`src/rtl/voting_pkg.sv`:
```
// Shared constants and FSM state type for the voting machine front end.
package voting_pkg;

  localparam int unsigned NUM_CAND = 4;
  localparam int unsigned VOTE_W   = 8;
  localparam logic [VOTE_W-1:0] VOTE_MAX = 8'hFF;

  typedef enum logic [0:0] {
    IDLE,
    WAIT_RELEASE
  } vote_state_e;

endpackage

```
`src/rtl/button_debouncer.sv`:
```
// Two-flop synchronizer followed by a saturating-stability debounce counter for one button.
module button_debouncer #(
  parameter int unsigned DEBOUNCE_CYCLES = 10,
  parameter int unsigned DB_CNT_W        = 16
) (
  input  logic clk_i,
  input  logic rst_ni,
  input  logic button_i,
  output logic stable_o
);

  logic [1:0]          sync_q;
  logic                stable_q, stable_d;
  logic [DB_CNT_W-1:0] cnt_q, cnt_d;

  always_comb begin
    cnt_d    = '0;
    stable_d = stable_q;
    // Count only while the synced level disagrees with the accepted level.
    if (sync_q[1] != stable_q) begin
      if (cnt_q == DB_CNT_W'(DEBOUNCE_CYCLES - 1)) begin
        stable_d = ~stable_q;
      end else begin
        cnt_d = cnt_q + 1'b1;
      end
    end
  end

  always_ff @(posedge clk_i or negedge rst_ni) begin
    if (!rst_ni) begin
      sync_q   <= '0;
      stable_q <= 1'b0;
      cnt_q    <= '0;
    end else begin
      sync_q   <= {sync_q[0], button_i};
      stable_q <= stable_d;
      cnt_q    <= cnt_d;
    end
  end

  assign stable_o = stable_q;

endmodule

```
`src/rtl/vote_logger.sv`:
```
// Debounced one-vote-per-press logger with saturating per-candidate tallies.
module vote_logger
  import voting_pkg::*;
#(
  parameter int unsigned DEBOUNCE_CYCLES = 10,
  parameter int unsigned DB_CNT_W        = 16
) (
  input  logic              clock,
  input  logic              reset,
  input  logic              mode,
  input  logic [4:1]        button_raw,
  output logic              valid_vote_casted,
  output logic [VOTE_W-1:0] cand_1_vote,
  output logic [VOTE_W-1:0] cand_2_vote,
  output logic [VOTE_W-1:0] cand_3_vote,
  output logic [VOTE_W-1:0] cand_4_vote,
  output logic [4:1]        candidate_button_press,
  output logic              vote_overflow
);

  logic [NUM_CAND-1:0] stable;
  logic [VOTE_W-1:0]   tally_q [NUM_CAND];
  logic [VOTE_W-1:0]   tally_d [NUM_CAND];
  vote_state_e         state_q, state_d;
  logic                valid_q, valid_d;
  logic                overflow_q, overflow_d;

  for (genvar g = 0; g < NUM_CAND; g++) begin : g_db
    button_debouncer #(
      .DEBOUNCE_CYCLES(DEBOUNCE_CYCLES),
      .DB_CNT_W       (DB_CNT_W)
    ) u_db (
      .clk_i   (clock),
      .rst_ni  (reset),
      .button_i(button_raw[g+1]),
      .stable_o(stable[g])
    );
  end

  always_comb begin
    state_d    = state_q;
    tally_d    = tally_q;
    valid_d    = 1'b0;
    overflow_d = overflow_q;
    unique case (state_q)
      IDLE: begin
        if (|stable) begin
          state_d = WAIT_RELEASE;
          // Only a lone press in voting mode is a vote; anything else just arms release.
          if (!mode && $onehot(stable)) begin
            for (int unsigned k = 0; k < NUM_CAND; k++) begin
              if (stable[k]) begin
                if (tally_q[k] != VOTE_MAX) begin
                  tally_d[k] = tally_q[k] + 1'b1;
                  valid_d    = 1'b1;
                end else begin
                  overflow_d = 1'b1;
                end
              end
            end
          end
        end
      end
      WAIT_RELEASE: begin
        if (!(|stable)) state_d = IDLE;
      end
      default: state_d = IDLE;
    endcase
  end

  always_ff @(posedge clock or negedge reset) begin
    if (!reset) begin
      state_q    <= IDLE;
      tally_q    <= '{default: '0};
      valid_q    <= 1'b0;
      overflow_q <= 1'b0;
    end else begin
      state_q    <= state_d;
      tally_q    <= tally_d;
      valid_q    <= valid_d;
      overflow_q <= overflow_d;
    end
  end

  assign valid_vote_casted      = valid_q;
  assign vote_overflow          = overflow_q;
  assign candidate_button_press = stable;
  assign cand_1_vote            = tally_q[0];
  assign cand_2_vote            = tally_q[1];
  assign cand_3_vote            = tally_q[2];
  assign cand_4_vote            = tally_q[3];

endmodule

```
`config.mk`:
```
export PLATFORM = sky130hd
export DESIGN_NAME = vote_logger
export DESIGN_NICKNAME = d
export VERILOG_FILES = /design/src/rtl/voting_pkg.sv /design/src/rtl/button_debouncer.sv /design/src/rtl/vote_logger.sv
export SDC_FILE = /design/constraint.sdc
export NUM_CORES = 1
export LEC_CHECK = 0
export CAP_MARGIN = 20
export CORE_MARGIN = 4
export CORE_UTILIZATION = 45
export DETAILED_ROUTE_END_ITERATION = 12
export GPL_TIMING_DRIVEN = 0
export SETUP_SLACK_MARGIN = 0.05
export SLEW_MARGIN = 20
export SYNTH_ARGS = -nofsm -noshare
export SYNTH_HDL_FRONTEND = slang
export SYNTH_HIERARCHICAL = 1
export SYNTH_SLANG_ARGS = --single-unit
```
`constraint.sdc`:
```
create_clock -name clock -period 3.8 [get_ports clock]
set_clock_uncertainty 0.05 [all_clocks]
set_input_delay 0.76 -clock clock [delete_from_list [all_inputs] [get_ports clock]]
set_output_delay 0.76 -clock clock [all_outputs]
set_load 0.02 [all_outputs]
```
======== After elaboration in Yosys (flattened, before gate mapping) ========
Cells that the tools add are included.
word-level totals
  register bits after elaboration ......... 111
  bits of input ports ..................... 7
  output and inout port bits .............. 38
  logic and storage cells ................. 88
cells by class
  add/sub/neg operators ................... 11
  equality and inequality tests ........... 13
  muxes and demuxes ....................... 28
  bitwise logic cells ..................... 5
  reduce and logical (&&, ||, !) cells .... 12
operators with widths
  cell                     number
  $mux W16                 8
  $add A16 B1 Y16 const B  4
  $eq A16 B4 Y1 const B    4
  $add A8 B1 Y8 const B    4
  $ne A8 B8 Y1 const B     4
  $mux W1                  20
  $reduce_and A5 Y1        4
  $reduce_and A2 Y1        4
  $not A1 Y1               5
  $add A1 B1 Y2            2
  $ne A1 B1 Y1             4
  $reduce_or A4 Y1         1
  $add A2 B2 Y3            1
  $eq A3 B1 Y1 const B     1
  $reduce_and A3 Y1        1
  $logic_and A1 B1 Y1      1
  $logic_not A1 Y1         1

======== Logic depth before layout (Yosys ltp) ========
Gate-level depths: netlist (run 1).
  word-level depth ........................ 12
  gate-level depth with buffers ........... 10

======== By module ========
Netlist (run 1), hierarchy kept.
modules (own cells, without submodules)
  module            instances  cells each  area an instance (um^2)
  button_debouncer  4          86          917.1
  vote_logger       1          163         1814.2

======== Least setup slack after synthesis (run 1) ========
OpenSTA, ideal clock, no wires.
  path kind ............................... register -> register
  start ................................... reg g_db[0].u_db.stable_q
  end ..................................... reg tally_q (netlist bit cand_1_vote[1])
  setup time .............................. 0.125 ns
  arrival time ............................ 2.784 ns
  required time ........................... 3.625 ns
  slack ................................... 0.841 ns
  cell stages (with the launch flop) ...... 10
  path buffers ............................ 0
  clock period less this slack ............ 2.959 ns
  cells stage by stage .................... dfrtp_1 inv_1 fa_1 inv_1 ha_1 ha_1 nor3b_4 nand3_4 or3_4 mux2_4
between the ends
  word-level cells in the longest chain between the ends .. 5
  elaborated cells on any way between the ends .. 6
  classes of those cells .................. add/sub: 2; eq/ne: 1; reduce/logical: 3
RTL lines
  item                                    RTL line                text
  from (decl)                             button_debouncer.sv:13  logic stable_q, stable_d;
  from (signal assigned)                  button_debouncer.sv:36  stable_q <= stable_d;
  $add A1 B1 Y2 (implied by the code)     vote_logger.sv:50       if (!mode && $onehot(stable)) begin
  $add A2 B2 Y3 (implied by the code)     vote_logger.sv:50
  $eq A3 B1 Y1                            vote_logger.sv:50
  $logic_and A1 B1 Y1                     vote_logger.sv:50
  $reduce_and A5 Y1 (no source line) (*)  n/a
  to (signal assigned)                    vote_logger.sv:79       tally_q <= tally_d;
  to (decl)                               vote_logger.sv:22       logic [VOTE_W-1:0] tally_q [NUM_CAND];
Every way passes the cells marked *; elsewhere a longest branch is shown, timed or not.
A chain may end at the register's enable or synchronous reset.

======== Worst setup path in the final report (run 1) ========
  start ................................... reg g_db[0].u_db.stable_q
  end ..................................... reg tally_q (netlist bit cand_2_vote[6])
The elaborated chain is that of the path after synthesis.

==> flow_metrics.py, run 1 <==
metrics = {
    "outcome": {
        "status": "finished clean",
    },
    "final_layout": {
        "layout.nets": 586,
        "fill_cells": 1045,
        "final_area_um2": 6420,
        "area_growth_pct": 17.2,
        "layout-drive-gt1-share_pct": 13.2,
        "final_core_util_pct": 53.7,
        "n_antenna_cell": 0,
    },
    "floorplan": {
        "ios": 45,
        "die_area_um2": 14000,
        "start_util_pct": 45.8,
        "die_x_um": 118,
        "core_area_um2": 12000,
        "num_rows": 40,
        "die_h_um": 118,
    },
    "clock_network": {
        "clkTransAtPathRegs_ns": 0.08,
        "cts_resized": 0,
        "cts-root-buf": "clkbuf_16",
        "htreeDepth": 3,
        "cts_hold_buf": 0,
        "clock-sinks": 111,
        "cts_buffer_depth": 2,
        "cts_setup_buffers": 0,
        "cts_tree": "done",
        "clock_latency_ns": 0.36,
        "cts_buffers": 9,
    },
    "sta": {
        "fin_crit_ns": 3.11,
        "maxSlewHeadroom_pct": 74.2,
        "worst_pin_slew_ns": 0.387,
        "totalNegativeSetupSlack_ns": 0,
        "slew_viol_final": 0,
        "setup-violations-final": 0,
        "grt_setup_unrepaired": "false",
        "final-hold-violation-count": 0,
        "fin_crit_sh_pct": 81.8,
        "fmax_mhz": 322,
        "hold_ws_ns": 0.228,
    },
    "route": {
        "drcViolationCount": 0,
        "wl_per_cell_um": 14.6,
        "viasPerCell": 5.34,
        "postRouteAntennaNets": 0,
        "drt_pre_antenna_iters": 4,
        "drt-total-wl_um": 10500,
        "vias": 3817,
        "drtIter0Drc": 184,
    },
    "synth": {
        "ys_types": 39,
        "ys_warn_count": 6,
        "synthesis.nets": 530,
        "ys_seq_elements": 111,
        "syn-cell-area_um2": 5480,
        "synthTopCellsByArea": "dfrtp_1 51%, xnor2_1 7.2%, xor2_1 6.7%",
        "synth_top_area_share_pct": 50.7,
        "synth_top_area_cell": "dfrtp_1",
        "synth_seq_area_share_pct": 50.7,
        "syn_avg_cell_area_um2": 10.8,
        "syn_inst": 507,
    },
    "global_route": {
        "grt_pass1_vias": 3673,
        "grt_overflow": 0,
        "grt_first_pass_wirelength_um": 18100,
        "grt_max_degree": 81,
        "groute.usage.overall_pct": 15.7,
        "antenna_found_initial": 0,
    },
    "place": {
        "portBuffers": 44,
        "placed_area_um2": 6140,
        "gp_congestion": 0.815,
        "dpl.hpwl_um": 7310,
    },
    "critical_path": {
        "worstPathArrival_ns": 3.34,
        "cp_top_family": "adder cells",
        "cp_max_fo": 10,
        "start_kind": "register",
        "crit_path_end_kind": "register",
        "critPathMaxStageDelay_ns": 0.56,
        "worstPathCellList": "inv_1, fa_1, inv_1, ha_1, ha_1, nor3b_4, nand3_4, buf_2, nor4_1, mux2i_1",
        "path_class": "reg2reg",
        "path_buf_inv": 3,
        "crit_required_ns": 4.03,
        "slowest_stage": "fa_1",
    },
    "pwr": {
        "p_leak_uw": 0.00283,
        "ir_drop_mv": 0.320,
        "seq_power_share_pct": 52.1,
        "p_per_area_nw_per_um2": 374,
        "p_clk_share_pct": 38.6,
        "swShare_pct": 26.6,
        "intPower_uw": 1760,
        "p_comb_share_pct": 9.3,
        "finalPower_uw": 2400,
        "p_switching_uw": 640,
    },
    "hold_path": {
        "min_path_type": "in2async",
    },
    "job": {
        "drv_cap": 0,
    },
}
## logic make-up after synthesis
kind of cell	Yosys count	share of synthesized area (%)
flops	111	50.7
compound gates	6	0.936
mux	9	1.89
xor+xnor	87	13.9
fa+ha+maj	16	3.79
simple gates	246	25.7
buf+inv	32	3.13
## through the flow
step                      worst slack, ns  std cells
after detailed placement            0.697        699
after global placement              -2.39        698
after floorplan                     0.841        507
after CTS                           0.672        715
after global routing                0.477        715
final                               0.691        715
## area by class of cell
cell class              count  area, µm²  area share [%]
inverters                  21       78.8            1.23
flip-flops and latches    111       2780            43.2
plain buffers              11       92.6            1.44
clock buffers               9        225            3.51
clock inverters             7       63.8           0.993
multi-input cells         364       2530            39.4
well taps                 147        184            2.86
repair buffers             45        469            7.30
## metal layers
layer	GRT usage, %	up-vias	wire length [µm]
li1	-	1874	-
met1	22.0	1871	5150
met2	23.7	61	4740
met3	5.26	11	446
met4	3.91	0	116
met5	0	-	0
## worst register-to-register path, delay by kind of cell, from the launching register on
kind	cells	cell delay (ns)
adder cells (fa/ha/maj)	3	1.04
buffers and inverters	3	0.44
flip-flops	1	0.52
multiplexers	1	0.22
AND/OR/NAND/NOR	3	0.76
## registers in the layout, indices dropped and copies added, names as in the netlist
name                cells
cand_3_vote             8
vote_overflow           1
cand_1_vote             8
state_q                 1
cand_4_vote             8
g_db.u_db/stable_o      4
cand_2_vote             8
valid_vote_casted       1
g_db.u_db/sync_q        8
g_db.u_db/cnt_q        64
## cells in the final DEF (no fill, tap or decap), types with 3 or more instances in the layout
master,instances
and2b_2,4
nor4_1,33
xor2_1,42
o21ai_2,3
nor2_1,63
inv_6,4
clkbuf_16,9
clkbuf_2,4
clkdlybuf4s50_1,43
nand2_1,15
nor3_1,26
dfrtp_1,111
inv_1,21
and3_2,4
ha_1,15
nor3b_1,5
buf_6,7
xnor2_1,45
nor4b_1,5
nand3_1,37
nand2_2,5
and3_1,4
nand4_4,4
nor2_2,12
mux2_2,6
nand4_1,21
## worst paths after layout
check                                       start                      to  slack (ns)  cells past startpoint
min                                         reset   g_db[3].u_db/cnt_q[5]        0.23                      1
max in group asynchronous                   reset          cand_2_vote[7]        2.81                      2
max reg2reg                 g_db[0].u_db/stable_o          cand_2_vote[6]        0.69                     10
max                         g_db[0].u_db/stable_o          cand_2_vote[6]        0.69                     10
min reg2reg                g_db[0].u_db/sync_q[0]  g_db[0].u_db/sync_q[1]        0.30                      0
min in group clock         g_db[0].u_db/sync_q[0]  g_db[0].u_db/sync_q[1]        0.30                      0
## cells in the mapped netlist (all sizes together)
master	n
and2	1
and2b	4
and3	9
and4	1
buf	7
clkbuf	4
dfrtp	111
fa	1
ha	15
inv	21
mux2	8
mux2i	1
nand2	20
nand3	38
nand4	25
nor2	75
nor3	26
nor3b	6
nor4	34
nor4b	5
o2111a	1
o21ai	3
o21bai	1
o22ai	1
or3	1
or3b	1
xnor2	45
xor2	42
## power by group through the flow
| stage | Clock, µW | Combinational, µW | Sequential [µW] |
|---|---|---|---|
| global placement | 0 | 218 | 1280 |
| global route | 1020 | 251 | 1260 |
| floorplan | 0 | 142 | 1270 |
| detailed placement | 0 | 228 | 1280 |
| CTS | 961 | 229 | 1250 |
| finish | 928 | 223 | 1250 |
(Power assumes the default switching activity.)
==> inputs of run 2 (changes only) <==
Clock period 3.8 ns to 2.87 ns, I/O delays scaled along.
==> run 2 against run 1 <==
Sequential cell count stayed put; first-iteration DRC count is 18% lower; highest routed layer unchanged; combinational power is 38% higher; non-clock buffer count is 5 higher; clock power is 30% higher; sequential power is 33% higher; worst setup slack worse by 0.55 ns; largest power group unchanged; critical endpoint is now cand_1_vote[1]; design area is 0.97% higher; critical path type unchanged; routed wire length is 3.0% higher.
==> flow_metrics.py, run 2 (synthesis results as in run 1) <==
metrics = {
    "pwr": {
        "intPower_uw": 2360,
        "p_leak_uw": 0.00286,
        "swShare_pct": 25.9,
        "p_clk_share_pct": 38.2,
        "p_switching_uw": 823,
        "p_comb_share_pct": 9.7,
        "p_per_area_nw_per_um2": 490,
        "ir_drop_mv": 0.348,
        "seq_power_share_pct": 52.1,
    },
    "critical_path": {
        "endpoint": "cand_1_vote[1]",
        "critPathLaunch": "g_db[0].u_db/stable_o",
        "path_class": "reg2reg",
        "worstPathArrival_ns": 2.92,
        "start_kind": "register",
        "cp_max_fo": 7,
        "r2r_slack_ns": 0.14,
        "reg2reg_from": "g_db[0].u_db/stable_o",
        "crit_path_end_kind": "register",
        "crit_required_ns": 3.06,
        "r2r_cells": 9,
        "reg2reg_to": "cand_1_vote[1]",
    },
    "job": {
        "drv_cap": 0,
    },
    "global_route": {
        "grt_first_pass_wirelength_um": 19000,
        "grt_overflow": 0,
        "grt_max_degree": 62,
        "antenna_found_initial": 0,
        "groute.usage.overall_pct": 16.5,
        "grt_pass1_vias": 3868,
    },
    "floorplan": {
        "die_area_um2": 14000,
        "num_rows": 40,
        "core_area_um2": 12000,
        "ios": 45,
        "die_h_um": 118,
        "start_util_pct": 45.8,
        "die_x_um": 118,
    },
    "sta": {
        "fin_crit_sh_pct": 95.1,
        "fin_ws_ns": 0.140,
        "totalNegativeSetupSlack_ns": 0,
        "grt_setup_unrepaired": "false",
        "final-hold-violation-count": 0,
        "fmax_mhz": 366,
        "maxSlewHeadroom_pct": 67.7,
        "slew_viol_final": 0,
        "fin_crit_ns": 2.73,
        "worst_pin_slew_ns": 0.485,
        "hold_ws_ns": 0.0950,
        "setup-violations-final": 0,
    },
    "route": {
        "postRouteAntennaNets": 0,
        "drcViolationCount": 0,
        "top_layer_used": "met4",
        "wl_met2_um": 5070,
        "met3_length_um": 414,
        "vias": 3879,
        "viasPerCell": 5.39,
        "drt_pre_antenna_iters": 4,
        "wl_per_cell_um": 15.0,
        "drtIter0Drc": 150,
        "wl_met1_um": 5130,
        "drt-total-wl_um": 10800,
    },
    "clock_network": {
        "clock-sinks": 111,
        "clkTransAtPathRegs_ns": 0.07,
        "cts_hold_buf": 0,
        "cts-root-buf": "clkbuf_16",
        "cts_tree": "done",
        "cts_buffer_depth": 2,
        "clock_latency_ns": 0.35,
        "htreeDepth": 3,
        "cts_buffers": 9,
    },
    "final_layout": {
        "final_cell_mix": "108 x dfrtp_1, 63 x nor2_1, 45 x xnor2_1",
        "fill_cells": 1053,
        "largest_reg_flops": 64,
        "layout.nets": 591,
        "area_growth_pct": 18.3,
        "top_register": "g_db.u_db/cnt_q",
        "layout-drive-gt1-share_pct": 15.0,
        "final_common_cell": "dfrtp_1",
        "n_antenna_cell": 0,
        "final_core_util_pct": 54.2,
    },
    "place": {
        "gp_congestion": 0.765,
        "dpl.hpwl_um": 7440,
        "post-place-ws_ns": -0.00402,
        "portBuffers": 44,
    },
    "hold_path": {
        "min_path_type": "in2async",
    },
    "outcome": {
        "status": "finished clean",
    },
}
## run 2: power groups by stage
stage	clock, µW	sequential (µW)	combinational, µW
final	1210	1660	308
after global routing	1330	1660	344
after CTS	1260	1660	308
after detailed placement	0	1690	299
after global placement	0	1690	290
after floorplan	0	1690	189
## run 2: worst min-delay path by stage
| stage | slack (ns) | cells past startpoint | from | endpoint |
|---|---|---|---|---|
| 6_report | 0.1 | 1 | reset | g_db[3].u_db/cnt_q[14] |
| 5_1_grt | 0.13 | 1 | reset | g_db[3].u_db/cnt_q[14] |
| 4_1_cts | 0.11 | 1 | reset | g_db[3].u_db/cnt_q[14] |
| 3_5_place_dp | 0.29 | 0 | g_db[2].u_db/sync_q[0] | g_db[2].u_db/sync_q[1] |
| 3_3_place_gp | 0.28 | 0 | g_db[0].u_db/sync_q[0] | g_db[0].u_db/sync_q[1] |
| 2_1_floorplan | 0.23 | 0 | reset | cand_1_vote[0] |
## run 2: cell type report
cell class,count,area (µm²),area share [%]
flip-flops and latches,111,2780,42.9
clock buffers,11,243,3.74
inverters,21,78.8,1.22
well taps,147,184,2.84
clock inverters,5,40.0,0.617
multi-input cells,364,2560,39.5
plain buffers,11,92.6,1.43
repair buffers,50,507,7.81
## run 2: layer usage
| layer | up-vias | global-route usage, % |
|---|---|---|
| met5 | - | 0 |
| met4 | 0 | 5.79 |
| met3 | 14 | 4.64 |
| met2 | 50 | 26.0 |
| met1 | 1939 | 22.0 |
| li1 | 1876 | - |
## run 2: worst max-delay path: stages (launching register included)
cell	delay, ns
dfrtp_2	0.38
inv_2	0.07
fa_1	0.53
inv_1	0.04
ha_1	0.19
ha_4	0.22
nor3b_4	0.25
nand3_4	0.16
or3_4	0.42
mux2_4	0.30
## run 2: timing repair
action / in CTS / in global routing
setup buffers: 2 / 3
hold endpoints to repair: 0 / 0
resized for setup: 1 / 2
cloned: 0 / 0
setup endpoints to repair: 2 / 6
pin swaps: 0 / 2
## run 2: metrics by stage
step	cell area (µm²)	cells	power, µW
after global routing	6490	720	3330
after global placement	6120	698	1980
final	6490	720	3180
after CTS	6460	717	3220
after detailed placement	6150	699	1990
after floorplan	5500	507	1880
